==> config.mk <==
export PLATFORM = sky130hd
export DESIGN_NAME = bitwise_op_responder
export DESIGN_NICKNAME = d
export VERILOG_FILES = /design/src/rtl/bitwise_ops_pkg.sv /design/src/rtl/bitwise_popcnt_serial.sv /design/src/rtl/bitwise_op_responder.sv
export SDC_FILE = /design/constraint.sdc
export NUM_CORES = 1
export LEC_CHECK = 0
export CAP_MARGIN = 20
export CORE_UTILIZATION = 59
export CTS_BUF_LIST = sky130_fd_sc_hd__clkbuf_4 sky130_fd_sc_hd__clkbuf_8
export DETAILED_ROUTE_END_ITERATION = 7
export GPL_ROUTABILITY_DRIVEN = 0
export PLACE_DENSITY = 0.95
export SLEW_MARGIN = 20
export SYNTH_ARGS = -nofsm -noshare
export SYNTH_HDL_FRONTEND = slang
export SYNTH_SLANG_ARGS = --single-unit
==> constraint.sdc <==
create_clock -name clk -period 2.2 [get_ports clk]
set_input_delay 0.22 -clock clk [delete_from_list [all_inputs] [get_ports clk]]
set_output_delay 0.22 -clock clk [all_outputs]
set_load 0.005 [all_outputs]
==> src/rtl/bitwise_ops_pkg.sv <==
// Shared opcodes, FSM state encoding and popcount width helper for the bitwise responder.
package bitwise_ops_pkg;

    localparam logic [2:0] OP_AND    = 3'd0;
    localparam logic [2:0] OP_OR     = 3'd1;
    localparam logic [2:0] OP_XOR    = 3'd2;
    localparam logic [2:0] OP_NAND   = 3'd3;
    localparam logic [2:0] OP_NOR    = 3'd4;
    localparam logic [2:0] OP_XNOR   = 3'd5;
    localparam logic [2:0] OP_NOT    = 3'd6;
    localparam logic [2:0] OP_POPCNT = 3'd7;

    typedef enum logic [1:0] {
        ST_IDLE = 2'd0,
        ST_CALC = 2'd1,
        ST_HOLD = 2'd2
    } state_t;

    function automatic int popcnt_width(input int w);
        return $clog2(w + 1);
    endfunction

endpackage

==> src/rtl/bitwise_popcnt_serial.sv <==
// Serial population count: one operand bit per cycle over W cycles after start.
module bitwise_popcnt_serial
    import bitwise_ops_pkg::*;
#(
    parameter int W  = 8,
    parameter int CW = popcnt_width(W)
) (
    input  logic          clk,
    input  logic          rst_n,
    input  logic          start,
    input  logic [W-1:0]  a,
    output logic          done,
    output logic [CW-1:0] count
);

    logic [W-1:0]  shreg;
    logic [CW-1:0] steps;
    logic [CW-1:0] acc;

    always_ff @(posedge clk or negedge rst_n) begin
        if (!rst_n) begin
            shreg <= '0;
            steps <= '0;
            acc   <= '0;
        end else if (start) begin
            shreg <= a;
            steps <= CW'(W);
            acc   <= '0;
        end else if (steps != '0) begin
            acc   <= acc + CW'(shreg[0]);
            shreg <= shreg >> 1;
            steps <= steps - CW'(1);
        end
    end

    // done and count describe the final step so the caller can register the result on that edge
    assign done  = (steps == CW'(1));
    assign count = acc + CW'(shreg[0]);

endmodule

==> src/rtl/bitwise_op_responder.sv <==
// Valid/ready request engine for bitwise ops with tagged responses.
// Optional macro BITWISE_RSP_ERR_EN turns opcode 7 into a reserved op flagged on rsp_err.
//
// state | meaning
// IDLE  | no response pending, ready for a request
// CALC  | serial popcount in progress, no requests accepted
// HOLD  | response presented, waiting for rsp_ready
module bitwise_op_responder
    import bitwise_ops_pkg::*;
#(
    parameter int W     = 8,
    parameter int TAG_W = 4
) (
    input  logic             clk,
    input  logic             rst_n,
    input  logic             req_valid,
    output logic             req_ready,
    input  logic [2:0]       req_op,
    input  logic [W-1:0]     req_a,
    input  logic [W-1:0]     req_b,
    input  logic [TAG_W-1:0] req_tag,
    output logic             rsp_valid,
    input  logic             rsp_ready,
    output logic [W-1:0]     rsp_data,
    output logic [TAG_W-1:0] rsp_tag,
    output logic             rsp_err
);

    localparam int CW = popcnt_width(W);

    state_t        state, state_nxt;
    logic          run;
    logic          accept;
    logic          is_pop;
    logic [W-1:0]  logic_res;
    logic          pop_done;
    logic [CW-1:0] pop_count;

`ifdef BITWISE_RSP_ERR_EN
    logic is_rsv;
    logic err_q;
    assign is_pop  = 1'b0;
    assign is_rsv  = (req_op == OP_POPCNT);
    assign rsp_err = err_q;
`else
    assign is_pop  = (req_op == OP_POPCNT);
    assign rsp_err = 1'b0;
`endif

    always_comb begin
        logic_res = '0;
        case (req_op)
            OP_AND:  logic_res = req_a & req_b;
            OP_OR:   logic_res = req_a | req_b;
            OP_XOR:  logic_res = req_a ^ req_b;
            OP_NAND: logic_res = ~(req_a & req_b);
            OP_NOR:  logic_res = ~(req_a | req_b);
            OP_XNOR: logic_res = ~(req_a ^ req_b);
            OP_NOT:  logic_res = ~req_a;
            default: logic_res = '0;
        endcase
    end

    // run keeps req_ready low through reset and for the first edge after release
    always_ff @(posedge clk or negedge rst_n) begin
        if (!rst_n) run <= 1'b0;
        else        run <= 1'b1;
    end

    always_ff @(posedge clk or negedge rst_n) begin
        if (!rst_n) state <= ST_IDLE;
        else        state <= state_nxt;
    end

    always_comb begin
        state_nxt = state;
        req_ready = 1'b0;
        case (state)
            ST_IDLE: req_ready = run;
            ST_HOLD: req_ready = rsp_ready;
            default: req_ready = 1'b0;
        endcase
        accept = req_valid & req_ready;
        case (state)
            ST_IDLE: if (accept) state_nxt = is_pop ? ST_CALC : ST_HOLD;
            ST_CALC: if (pop_done) state_nxt = ST_HOLD;
            ST_HOLD: begin
                if (rsp_ready) begin
                    if (accept) state_nxt = is_pop ? ST_CALC : ST_HOLD;
                    else        state_nxt = ST_IDLE;
                end
            end
            default: state_nxt = ST_IDLE;
        endcase
    end

    bitwise_popcnt_serial #(.W(W), .CW(CW)) u_popcnt (
        .clk   (clk),
        .rst_n (rst_n),
        .start (accept & is_pop),
        .a     (req_a),
        .done  (pop_done),
        .count (pop_count)
    );

    // popcount tag is captured at accept and sits in rsp_tag while rsp_valid is low
    always_ff @(posedge clk or negedge rst_n) begin
        if (!rst_n) begin
            rsp_valid <= 1'b0;
            rsp_data  <= '0;
            rsp_tag   <= '0;
        end else if (accept) begin
            rsp_valid <= !is_pop;
            rsp_data  <= is_pop ? '0 : logic_res;
            rsp_tag   <= req_tag;
        end else if (state == ST_CALC && pop_done) begin
            rsp_valid <= 1'b1;
            rsp_data  <= W'(pop_count);
        end else if (state == ST_HOLD && rsp_ready) begin
            rsp_valid <= 1'b0;
        end
    end

`ifdef BITWISE_RSP_ERR_EN
    always_ff @(posedge clk or negedge rst_n) begin
        if (!rst_n)      err_q <= 1'b0;
        else if (accept) err_q <= is_rsv;
    end
`endif

endmodule

==> results of run 1 <==
## cell usage in the layout (no fill, tap or decap), drive strengths merged, types with 3 or more instances in the layout
master         count
clkdlybuf4s50     40
nand2             38
dfrtp             32
inv               22
nor2              22
o21ai             21
ha                20
a21oi             13
mux2i             11
buf                8
nand3              8
o22ai              6
clkbuf             6
nor3               5
a211oi             5
nor2b              4
a311oi             4
nand2b             4
and2               3
xnor2              3
nand3b             3
o221ai             3
## stage by stage
stage / std cells / hold WS, ns
final: 351 / 0.328
after global routing: 351 / 0.360
after CTS: 351 / 0.340
after detailed placement: 343 / 0.465
after global placement: 343 / 0.457
after floorplan: 262 / -0.0756
## cell families (layout without fill, tap and decap cells)
group / Yosys count / in the layout / share of synthesized area, %
mux: 14 / 14 / 6.78
buf+inv: 37 / 78 / 9.08
simple gates: 91 / 91 / 19.1
compound gates: 61 / 61 / 18.0
fa+ha+maj: 20 / 20 / 10.7
flops: 32 / 32 / 34.2
xor+xnor: 5 / 5 / 1.87
other cells: 2 / 2 / 0.321
## sequential cells by signal (all words and copies together), names as in the netlist
register and cells:
rsp_tag 4, rsp_valid 1, run 1, state 2, u_popcnt.steps 4, u_popcnt.shreg 8
rsp_data 8, u_popcnt.acc 4
## layout make-up
type	instances	area share [%]
clock inverters	2	1.23
multi-input cells	193	46.7
well taps	48	2.11
inverters	22	2.90
repair buffers	48	16.2
flip-flops and latches	32	28.2
clock buffers	6	2.68
## worst min path at each step
stage | from | to | slack, ns | cells after the start
floorplan | rst_n | rsp_data[0] | -0.08 | 0
global placement | rsp_tag[1] | rsp_tag[1] | 0.46 | 2
detailed placement | rsp_tag[1] | rsp_tag[1] | 0.46 | 2
CTS | rst_n | run | 0.34 | 2
global route | rst_n | run | 0.36 | 2
finish | rst_n | run | 0.33 | 2
## where the power goes
group	switching, mW	internal (mW)	leakage, nW
sequential	0.149	0.817	0.402
combinational	0.528	0.602	0.853
clock	0.212	0.348	0.0586
total	0.890	1.77	1.31
## critical path, stage by stage (launching register included)
cell and delay, ns:
dfrtp_1 0.42, mux2_4 0.34, and2_1 0.16, clkdlybuf4s50_1 0.43
## layer usage
layer	vias up	global-route usage (%)	wire (um)
met5	-	0	0
li1	978	-	-
met4	0	12.2	69
met2	93	45.3	2520
met1	941	32.7	2140
met3	8	5.99	305
==> run summary, run 1 <==
=========================================================================================
Result of the run                                                               completed
Detailed Routing Iterations Pass 1                                                      5
Flop2flop setup slack                                                             0.43 ns
Number of clock buffers inserted by TritonCTS                                           5
Unrepaired setup endpoints after global routing                                     false
Sequential cell area fraction in the yosys report                                   34.2%
Post-cts resize count                                                                   0
Floorplan Core Area                                                           0.00374 mm2
Post-Syn Instances                                                                    262
Final core area utilization                                                         76.0%
Nets in the synthesized netlist                                                       309
Data arrival time of the critical path                                            1.63 ns
Area post-placement                                                           0.00273 mm2
Area used by multi-input combinational logic                                  0.00133 mm2
Total I/O pin count                                                                    42
Biggest area contributors in the synthesized netlist                         dfrtp_1 (34%), ha_1 (11%), nand2_1 (5.9%)
Req. time, crit path                                                              1.98 ns
Yosys warning total                                                                     0
Total power density per cell area                                              934 mW/mm2
Number of maximum-capacitance violations                                                0
Highest net fanout along the worst path                                                 5
Area taken by flip-flops and latches                                              801 um2
Antenna diode count                                                                     0
Final Worst Setup Slack                                                          0.354 ns
Highest ir drop seen on vdd                                                      0.724 mV
Syn_area_per_cell                                                                8.94 um2
Post-CTS setup buffer count                                                             0
Critical R2R Capture                                                          rsp_data[2]
Fraction of layout instances using a drive strength above 1                         10.6%
Finish-stage setup viols                                                                0
Worst setup path startpoint                                                      state[1]
Total die area                                                                0.00423 mm2
Portion of the clock cycle consumed by the worst path in the final layout           83.9%
Worst setup slack before clock tree synthesis                                    0.210 ns
Number of core rows                                                                    22
Worst setup path end                                                            req_ready
Vias in the first global route                                                       1913
1st-iter DRT viols                                                                    157
Post-detailed-route DRC marker count                                                    0
Number of antenna-violating nets in the routed design                                   0
Wirelength per Cell                                                               14.3 um
Worst Setup Start Kind                                                          flip-flop
Critical Path End Type                                                        output port
Final Skew                                                                      0.0100 ns
Area overhead of the layout relative to synthesis                                   21.4%
Clock tree from TritonCTS                                                           built
Final-stage net count                                                                 349
Share of Yosys cell area claimed by the top area cell type                          34.2%
Fin. Hold Viols                                                                         0
Dominant synthesized flop cell                                                    dfrtp_1
Final count of pins violating max slew                                                  0
Remaining global-route overflow                                                         0
Leak Pwr                                                                          1.31 nW
X dimension of the die                                                            65.0 um
Maximum clock path buffer count                                                         2
EDFF count, synth                                                                       0
Pin count of the biggest net entering global routing                                   33
Cell type contributing the most total cell area after synthesis                   dfrtp_1
Count of buffers inserted at the top-level ports                                       40
Cell area after layout                                                        0.00284 mm2
Antenna violations before repair                                                        0
List of most frequent post-synthesis cells                                   nand2_1 (37), dfrtp_1 (32), inv_1 (21), nor2_1 (21), ha_1 (20)
Library cells used by synthesis                                                        47
Clock Latency Late Sink                                                           0.28 ns
Global-route usage over all layers                                                  27.0%
Detail-routed via count per cell                                                     5.75
Clock Pin Slew Worst Setup and Hold Paths                                         0.06 ns
Syn Std Cell Area                                                             0.00234 mm2
Power consumption                                                                 2.66 mW
R2R cell count                                                                          5
Setup TNS                                                                            0 ns
HPWL after detailed placement                                                     3620 um
Number of fill cells in the layout                                                    265
Most instantiated library cell after synthesis                                    nand2_1
Total vias in the final route                                                        2020
Maximum frequency from static timing analysis                                   0.542 GHz
Sinks on Clock Net                                                                     32
Synthesis-stage register bit count                                                     32
Launch point of the worst reg-to-reg path                                        state[1]
Y dimension of the die                                                            65.0 um
Final critical-path required period                                               1.85 ns
Total routed wirelength                                                           5040 um
Clock tree root driver cell                                                      clkbuf_8
Initial core utilization                                                            62.6%
Global-route wire length before repair                                            8630 um
Worst min path class                                                          in -> async
Proportion of register bits with asynchronous set or reset after synthesis           100%
Kind of critical path                                                          reg -> out
Deepest level of the CTS H-tree                                                         2
Number of buffers added to fix hold violations after cts                                0
=========================================================================================
(Power assumes the default switching activity.)
==> run 2: changes to the inputs <==
--- a/config.mk
+++ b/config.mk
@@ -6,11 +6,11 @@
 export NUM_CORES = 1
 export LEC_CHECK = 0
 export CAP_MARGIN = 20
-export CORE_UTILIZATION = 59
+export CORE_UTILIZATION = 49
 export CTS_BUF_LIST = sky130_fd_sc_hd__clkbuf_4 sky130_fd_sc_hd__clkbuf_8
 export DETAILED_ROUTE_END_ITERATION = 7
 export GPL_ROUTABILITY_DRIVEN = 0
-export PLACE_DENSITY = 0.95
+export PLACE_DENSITY = 0.87
 export SLEW_MARGIN = 20
 export SYNTH_ARGS = -nofsm -noshare
 export SYNTH_HDL_FRONTEND = slang
==> constraint.sdc (replaced) <==
create_clock -name clk -period 1.6 [get_ports clk]
set_input_delay 0.16 -clock clk [delete_from_list [all_inputs] [get_ports clk]]
set_output_delay 0.16 -clock clk [all_outputs]
set_load 0.005 [all_outputs]
==> run 2 against run 1 <==
Net effect: critical endpoint is now u_popcnt.steps[3]; the run now ends with DRC left; sequential power up 37%; highest routed layer unchanged; via count is 4.7% higher; die area increased by 20%.
==> run summary, run 2 (synthesis results as in run 1) <==
========================================================================================
Final critical-path required period                                              1.53 ns
Floorplan Core Area                                                          0.00447 mm2
Number of maximum-capacitance violations                                               0
Violated checks                                                                      DRC
Number of buffers added to fix hold violations after cts                               0
Final Skew                                                                    0.00456 ns
Slowest cell delay on critical path                                              0.40 ns
Remaining global-route overflow                                                        0
Finish-stage setup viols                                                               0
GR Util met2                                                                       41.4%
Detailed Routing Iterations Pass 1                                                     6
X dimension of the die                                                           71.1 um
Worst min path class                                                         in -> async
Fin. Hold Viols                                                                        0
Portion of the clock cycle consumed by the worst path in the final layout          95.8%
Wirelength per Cell                                                              13.9 um
Result of the run                                                           complete, but fails checks
Clock Pin Slew Worst Setup and Hold Paths                                        0.07 ns
R2R cell count                                                                         6
Fraction of layout instances using a drive strength above 1                        20.4%
Clk pwr share                                                                      22.0%
Launch point of the worst reg-to-reg path                                       state[1]
Flop2flop setup slack                                                            0.07 ns
Cell family with the largest share of critical-path delay                     flip-flops
Buffers and inverters on the worst path                                                2
Kind of critical path                                                         reg -> reg
Layer with the highest usage                                                        met2
Internal power consumption                                                       2.64 mW
Worst Setup Start Kind                                                         flip-flop
Total vias in the final route                                                       2114
Area post-placement                                                          0.00301 mm2
Deepest level of the CTS H-tree                                                        2
Sinks on Clock Net                                                                    32
Final count of pins violating max slew                                                 0
Clock tree root driver cell                                                     clkbuf_8
Highest ir drop seen on vdd                                                     0.814 mV
Comb power frac                                                                    44.3%
Antenna violations before repair                                                       0
Global-route usage over all layers                                                 23.4%
Critical R2R Capture                                                        u_popcnt.steps[3]
Power consumption                                                                3.91 mW
Detail-routed via count per cell                                                    5.48
Total I/O pin count                                                                   42
Global-route wire length before repair                                           9240 um
Cell with the biggest individual delay on the critical path                      dfrtp_1
Switching part of the total power                                                  32.5%
Pin count of the biggest net entering global routing                                  33
Antenna diode count                                                                    0
Data arrival time of the critical path                                           1.71 ns
Total power density per cell area                                            1230 mW/mm2
Largest registers                                                           rsp_data: 8 flops, u_popcnt.shreg: 8 flops
Req. time, crit path                                                             1.78 ns
Leak Pwr                                                                         1.50 nW
Maximum clock path buffer count                                                        2
Number of antenna-violating nets in the routed design                                  0
Net switching power                                                              1.27 mW
Initial core utilization                                                           52.3%
Total routed wirelength                                                          5380 um
Unrepaired setup endpoints after global routing                                    false
HPWL after detailed placement                                                    4010 um
Number of core rows                                                                   24
Worst path cell trace                                                       mux2_4 > buf_6 > nand3_4 > nor2_8 > buf_4 > a211o_1
Final-stage net count                                                                380
Maximum frequency from static timing analysis                                  0.652 GHz
1st-iter DRT viols                                                                   171
Vias in the first global route                                                      2172
Area overhead of the layout relative to synthesis                                  35.6%
Highest net fanout along the worst path                                                5
Highest-count cells in the layout ignoring fill and taps                    clkdlybuf4s50_1 (39), nand2_1 (37), buf_4 (33)
Clock Latency Late Sink                                                          0.29 ns
Y dimension of the die                                                           71.1 um
Critical Path End Type                                                         flip-flop
Setup TNS                                                                           0 ns
Number of clock buffers inserted by TritonCTS                                          5
Sequential share of power                                                          33.8%
Post-detailed-route DRC marker count                                                   8
Global-route track usage on met3                                                   5.84%
Cell area after layout                                                       0.00318 mm2
GRT met1 Usage                                                                     26.9%
Clock tree from TritonCTS                                                          built
Count of buffers inserted at the top-level ports                                      40
WHS                                                                             0.271 ns
Commonest non-fill, non-tap cell in the layout                              clkdlybuf4s50_1
Total die area                                                               0.00506 mm2
========================================================================================
==> run 2: cell types whose count changed in the layout (fill, tap and decap cells not counted), moves of 2 or more <==
cell,before,now
clkbuf_8,5,7
buf_6,0,2
buf_4,8,33
buf_12,0,4
o21ai_0,8,6
==> run 2: area by class of cell <==
| class | instances | area [um2] |
|---|---|---|
| Tap cell | 52 | 65.1 |
| Clock inverter | 1 | 30.0 |
| Sequential cell | 32 | 801 |
| Fill cell | 345 | 1300 |
| Multi-Input combinational cell | 193 | 1350 |
| Inverter | 22 | 82.6 |
| Clock buffer | 7 | 96.3 |
| Timing Repair Buffer | 79 | 751 |
==> run 2: worst max-delay path by stage <==
| stage | from | to | slack, ns | depth (start not counted) |
|---|---|---|---|---|
| floorplan | u_popcnt.steps[0] | u_popcnt.shreg[3] | 0.19 | 6 |
| global placement | req_a[4] | rsp_data[4] | -0.16 | 6 |
| detailed placement | req_a[4] | rsp_data[4] | -0.25 | 6 |
| CTS | state[1] | req_ready | 0.01 | 3 |
| global route | u_popcnt.steps[0] | u_popcnt.shreg[3] | 0.0004 | 6 |
| finish | state[1] | u_popcnt.steps[3] | 0.07 | 6 |
==> run 2: layer usage <==
metal  part of all wire [%]  vias to the layer above
li1                       -                     1046
met1                     40                      987
met2                     51                       67
met3                    6.0                       14
met4                    2.5                        0
met5                      0                        -
==> run 2: through the flow <==
step                setup slack, ns  std cells  util, %
global route               0.000437        386     71.0
finish                       0.0672        386     71.0
CTS                          0.0150        385     70.4
global placement             -0.160        376     67.2
detailed placement           -0.253        376     67.2
floorplan                     0.191        262        -
==> run 2: power groups by stage <==
| stage | Clock (mW) | Combinational (mW) | Sequential (mW) |
|---|---|---|---|
| 6_report | 0.859 | 1.73 | 1.32 |
| 5_1_grt | 0.912 | 1.93 | 1.36 |
| 4_1_cts | 0.874 | 1.72 | 1.32 |
| 3_5_place_dp | 0 | 1.69 | 1.34 |
| 3_3_place_gp | 0 | 1.61 | 1.32 |
| 2_1_floorplan | 0 | 0.934 | 1.32 |
==> run 2: timing repair <==
action,CTS,global route
gates cloned,0,0
buffers inserted,1,1
setup endpoints to repair,1,9
resized for setup,5,7
==> run 3: changes to the inputs <==
--- a/config.mk
+++ b/config.mk
@@ -6,11 +6,11 @@
 export NUM_CORES = 1
 export LEC_CHECK = 0
 export CAP_MARGIN = 20
-export CORE_UTILIZATION = 49
+export CORE_UTILIZATION = 55
 export CTS_BUF_LIST = sky130_fd_sc_hd__clkbuf_4 sky130_fd_sc_hd__clkbuf_8
 export DETAILED_ROUTE_END_ITERATION = 7
 export GPL_ROUTABILITY_DRIVEN = 0
-export PLACE_DENSITY = 0.87
+export PLACE_DENSITY = 0.92
 export SLEW_MARGIN = 20
 export SYNTH_ARGS = -nofsm -noshare
 export SYNTH_HDL_FRONTEND = slang
==> constraint.sdc (replaced) <==
create_clock -name clk -period 1.5 [get_ports clk]
set_input_delay 0.15 -clock clk [delete_from_list [all_inputs] [get_ports clk]]
set_output_delay 0.15 -clock clk [all_outputs]
set_load 0.005 [all_outputs]
==> run 3 against run 2 <==
Net effect: the flow now finishes without violations; final cell count increased by 0.78%; count of clock-buffer cells in the layout is 2 lower; global-route usage up 2.0 points; sequential share of layout area about the same; critical endpoint is now rsp_data[6].
==> run summary, run 3 (synthesis results as in run 1) <==
========================================================================================
Result of the run                                                              completed
Initial core utilization                                                           57.7%
Leak Pwr                                                                         1.53 nW
Global-route wire length before repair                                           8670 um
HPWL after detailed placement                                                    4160 um
X dimension of the die                                                           67.3 um
Maximum frequency from static timing analysis                                  0.693 GHz
Number of cells in the design after placement                                        380
Fraction of layout instances using a drive strength above 1                        22.7%
Number of antenna-violating nets in the routed design                                  0
Vias in the first global route                                                      2050
Highest-count cells in the layout ignoring fill and taps                    buf_4 (41), nand2_1 (37), clkdlybuf4s50_1 (34)
Final count of pins violating max slew                                                 0
Y dimension of the die                                                           67.3 um
Number of maximum-capacitance violations                                               0
Largest registers                                                           rsp_data: 8 flops, u_popcnt.shreg: 8 flops
Data arrival time of the critical path                                           1.65 ns
Highest net fanout along the worst path                                                3
Pin count of the biggest net entering global routing                                  33
Commonest non-fill, non-tap cell in the layout                                     buf_4
Maximum clock path buffer count                                                        2
Number of buffers added to fix hold violations after cts                               0
Highest ir drop seen on vdd                                                      1.06 mV
Fin. Hold Viols                                                                        0
Post-detailed-route DRC marker count                                                   0
Critical Path End Type                                                         flip-flop
Clock Pin Slew Worst Setup and Hold Paths                                        0.07 ns
Global-route usage over all layers                                                 25.5%
Total die area                                                               0.00452 mm2
Req. time, crit path                                                             1.71 ns
Sinks on Clock Net                                                                    32
Antenna diode count                                                                    0
Detailed Routing Iterations Pass 1                                                     4
Floorplan Core Area                                                          0.00406 mm2
Deepest level of the CTS H-tree                                                        2
Remaining global-route overflow                                                        0
Area overhead of the layout relative to synthesis                                  35.7%
Slowest cell delay on critical path                                              0.49 ns
Clock tree from TritonCTS                                                          built
Total routed wirelength                                                          5450 um
Total I/O pin count                                                                   42
Final Skew                                                                    0.00739 ns
Final instance count without filler cells                                            389
Cell family with the largest share of critical-path delay                   compound AO/OA/AOI/OAI gates
Final-stage net count                                                                385
Antenna violations before repair                                                       0
Wirelength per Cell                                                              14.0 um
Power consumption                                                                3.95 mW
Total vias in the final route                                                       2154
Worst Setup Start Kind                                                         input pin
Total power density per cell area                                            1240 mW/mm2
Kind of critical path                                                          in -> reg
Clock tree root driver cell                                                     clkbuf_8
Clock Latency Late Sink                                                          0.29 ns
Count of buffers inserted at the top-level ports                                      40
Cell with the biggest individual delay on the critical path                 clkdlybuf4s50_1
Finish-stage setup viols                                                               0
1st-iter DRT viols                                                                   116
Portion of the clock cycle consumed by the worst path in the final layout          96.2%
Number of fill cells in the layout                                                   255
Detail-routed via count per cell                                                    5.54
Buffers and inverters on the worst path                                                2
Number of core rows                                                                   23
Worst min path class                                                           in -> reg
Final critical-path required period                                              1.44 ns
Number of clock buffers inserted by TritonCTS                                          5
Worst path cell trace                                                       clkdlybuf4s50_1 > inv_1 > ha_4 > nor2_1 > a211oi_1 > a31oi_1 > a21o_1 > o21ai_1
========================================================================================
[run 3: changes by cell type in the layout (fill, tap and decap cells not counted), sizes merged]
cell	change
buf	+5
clkinv	+3
clkdlybuf4s15	-1
clkbuf	-1
bufinv	-1
dlymetal6s2s	+5
clkdlybuf4s50	-5
[run 3: layout make-up]
| type | count | area [um2] | area share [%] |
|---|---|---|---|
| clock buffers | 5 | 68.8 | 2.16 |
| inverters | 22 | 82.6 | 2.60 |
| multi-input cells | 193 | 1370 | 43.1 |
| repair buffers | 84 | 776 | 24.4 |
| clock inverters | 3 | 18.8 | 0.590 |
| well taps | 50 | 62.6 | 1.97 |
| flip-flops and latches | 32 | 801 | 25.2 |
[run 3: metal layers]
layer	vias to the layer above	GRT usage, %	wire [um]	share of wire (%)
met1	1044	29.9	2310	42
met3	9	6.93	234	4.3
met5	-	0	0	0
met4	0	6.38	67	1.2
met2	50	45.5	2830	52
li1	1051	-	-	-
[run 3: per-stage QoR]
stage | worst slack, ns | hold WS (ns) | util [%] | setup TNS, ns | cell area (um2)
6_report | 0.0567 | 0.208 | 78.4 | 0 | 3180
5_1_grt | -0.0327 | 0.233 | 78.4 | -0.0371 | 3180
4_1_cts | -0.0132 | 0.270 | 77.1 | -0.0132 | 3130
3_5_place_dp | -0.295 | 0.470 | 74.8 | -3.64 | 3040
3_3_place_gp | -0.260 | 0.455 | 74.8 | -2.59 | 3040
2_1_floorplan | 0.0908 | -0.146 | - | 0 | 2340
[run 3: final timing paths]
path                                endpoint  depth (start not counted)  startpoint  slack, ns
setup / recovery                 rsp_data[6]                          8    req_a[6]       0.06
hold / removal             u_popcnt.shreg[4]                          4    req_a[4]       0.21
setup reg to reg                 rsp_data[2]                          7    state[1]       0.07
hold reg to reg                   rsp_tag[2]                          2  rsp_tag[2]       0.48
max in group asynchronous         rsp_tag[2]                          2       rst_n       0.95
min in group asynchronous    u_popcnt.acc[1]                          2       rst_n       0.26
[run 3: report_power, final]
part / internal [mW] / switching, mW
logic: 1.06 / 0.813
registers: 1.20 / 0.224
clock network: 0.323 / 0.328
total: 2.58 / 1.36
[run 3: timing repair]
action                                  CTS  global route
pin swaps                                 1             8
setup buffers                             0             2
endpoints found under the setup margin    5            15
endpoints found under the hold margin     0             0
resized for setup                         4            16
gates cloned                              0             0
[run 3: worst min-delay path, stage by stage]
cell	delay (ns)
dlymetal6s2s_1	0.10
buf_4	0.12
nand2_1	0.05
o21ai_2	0.05
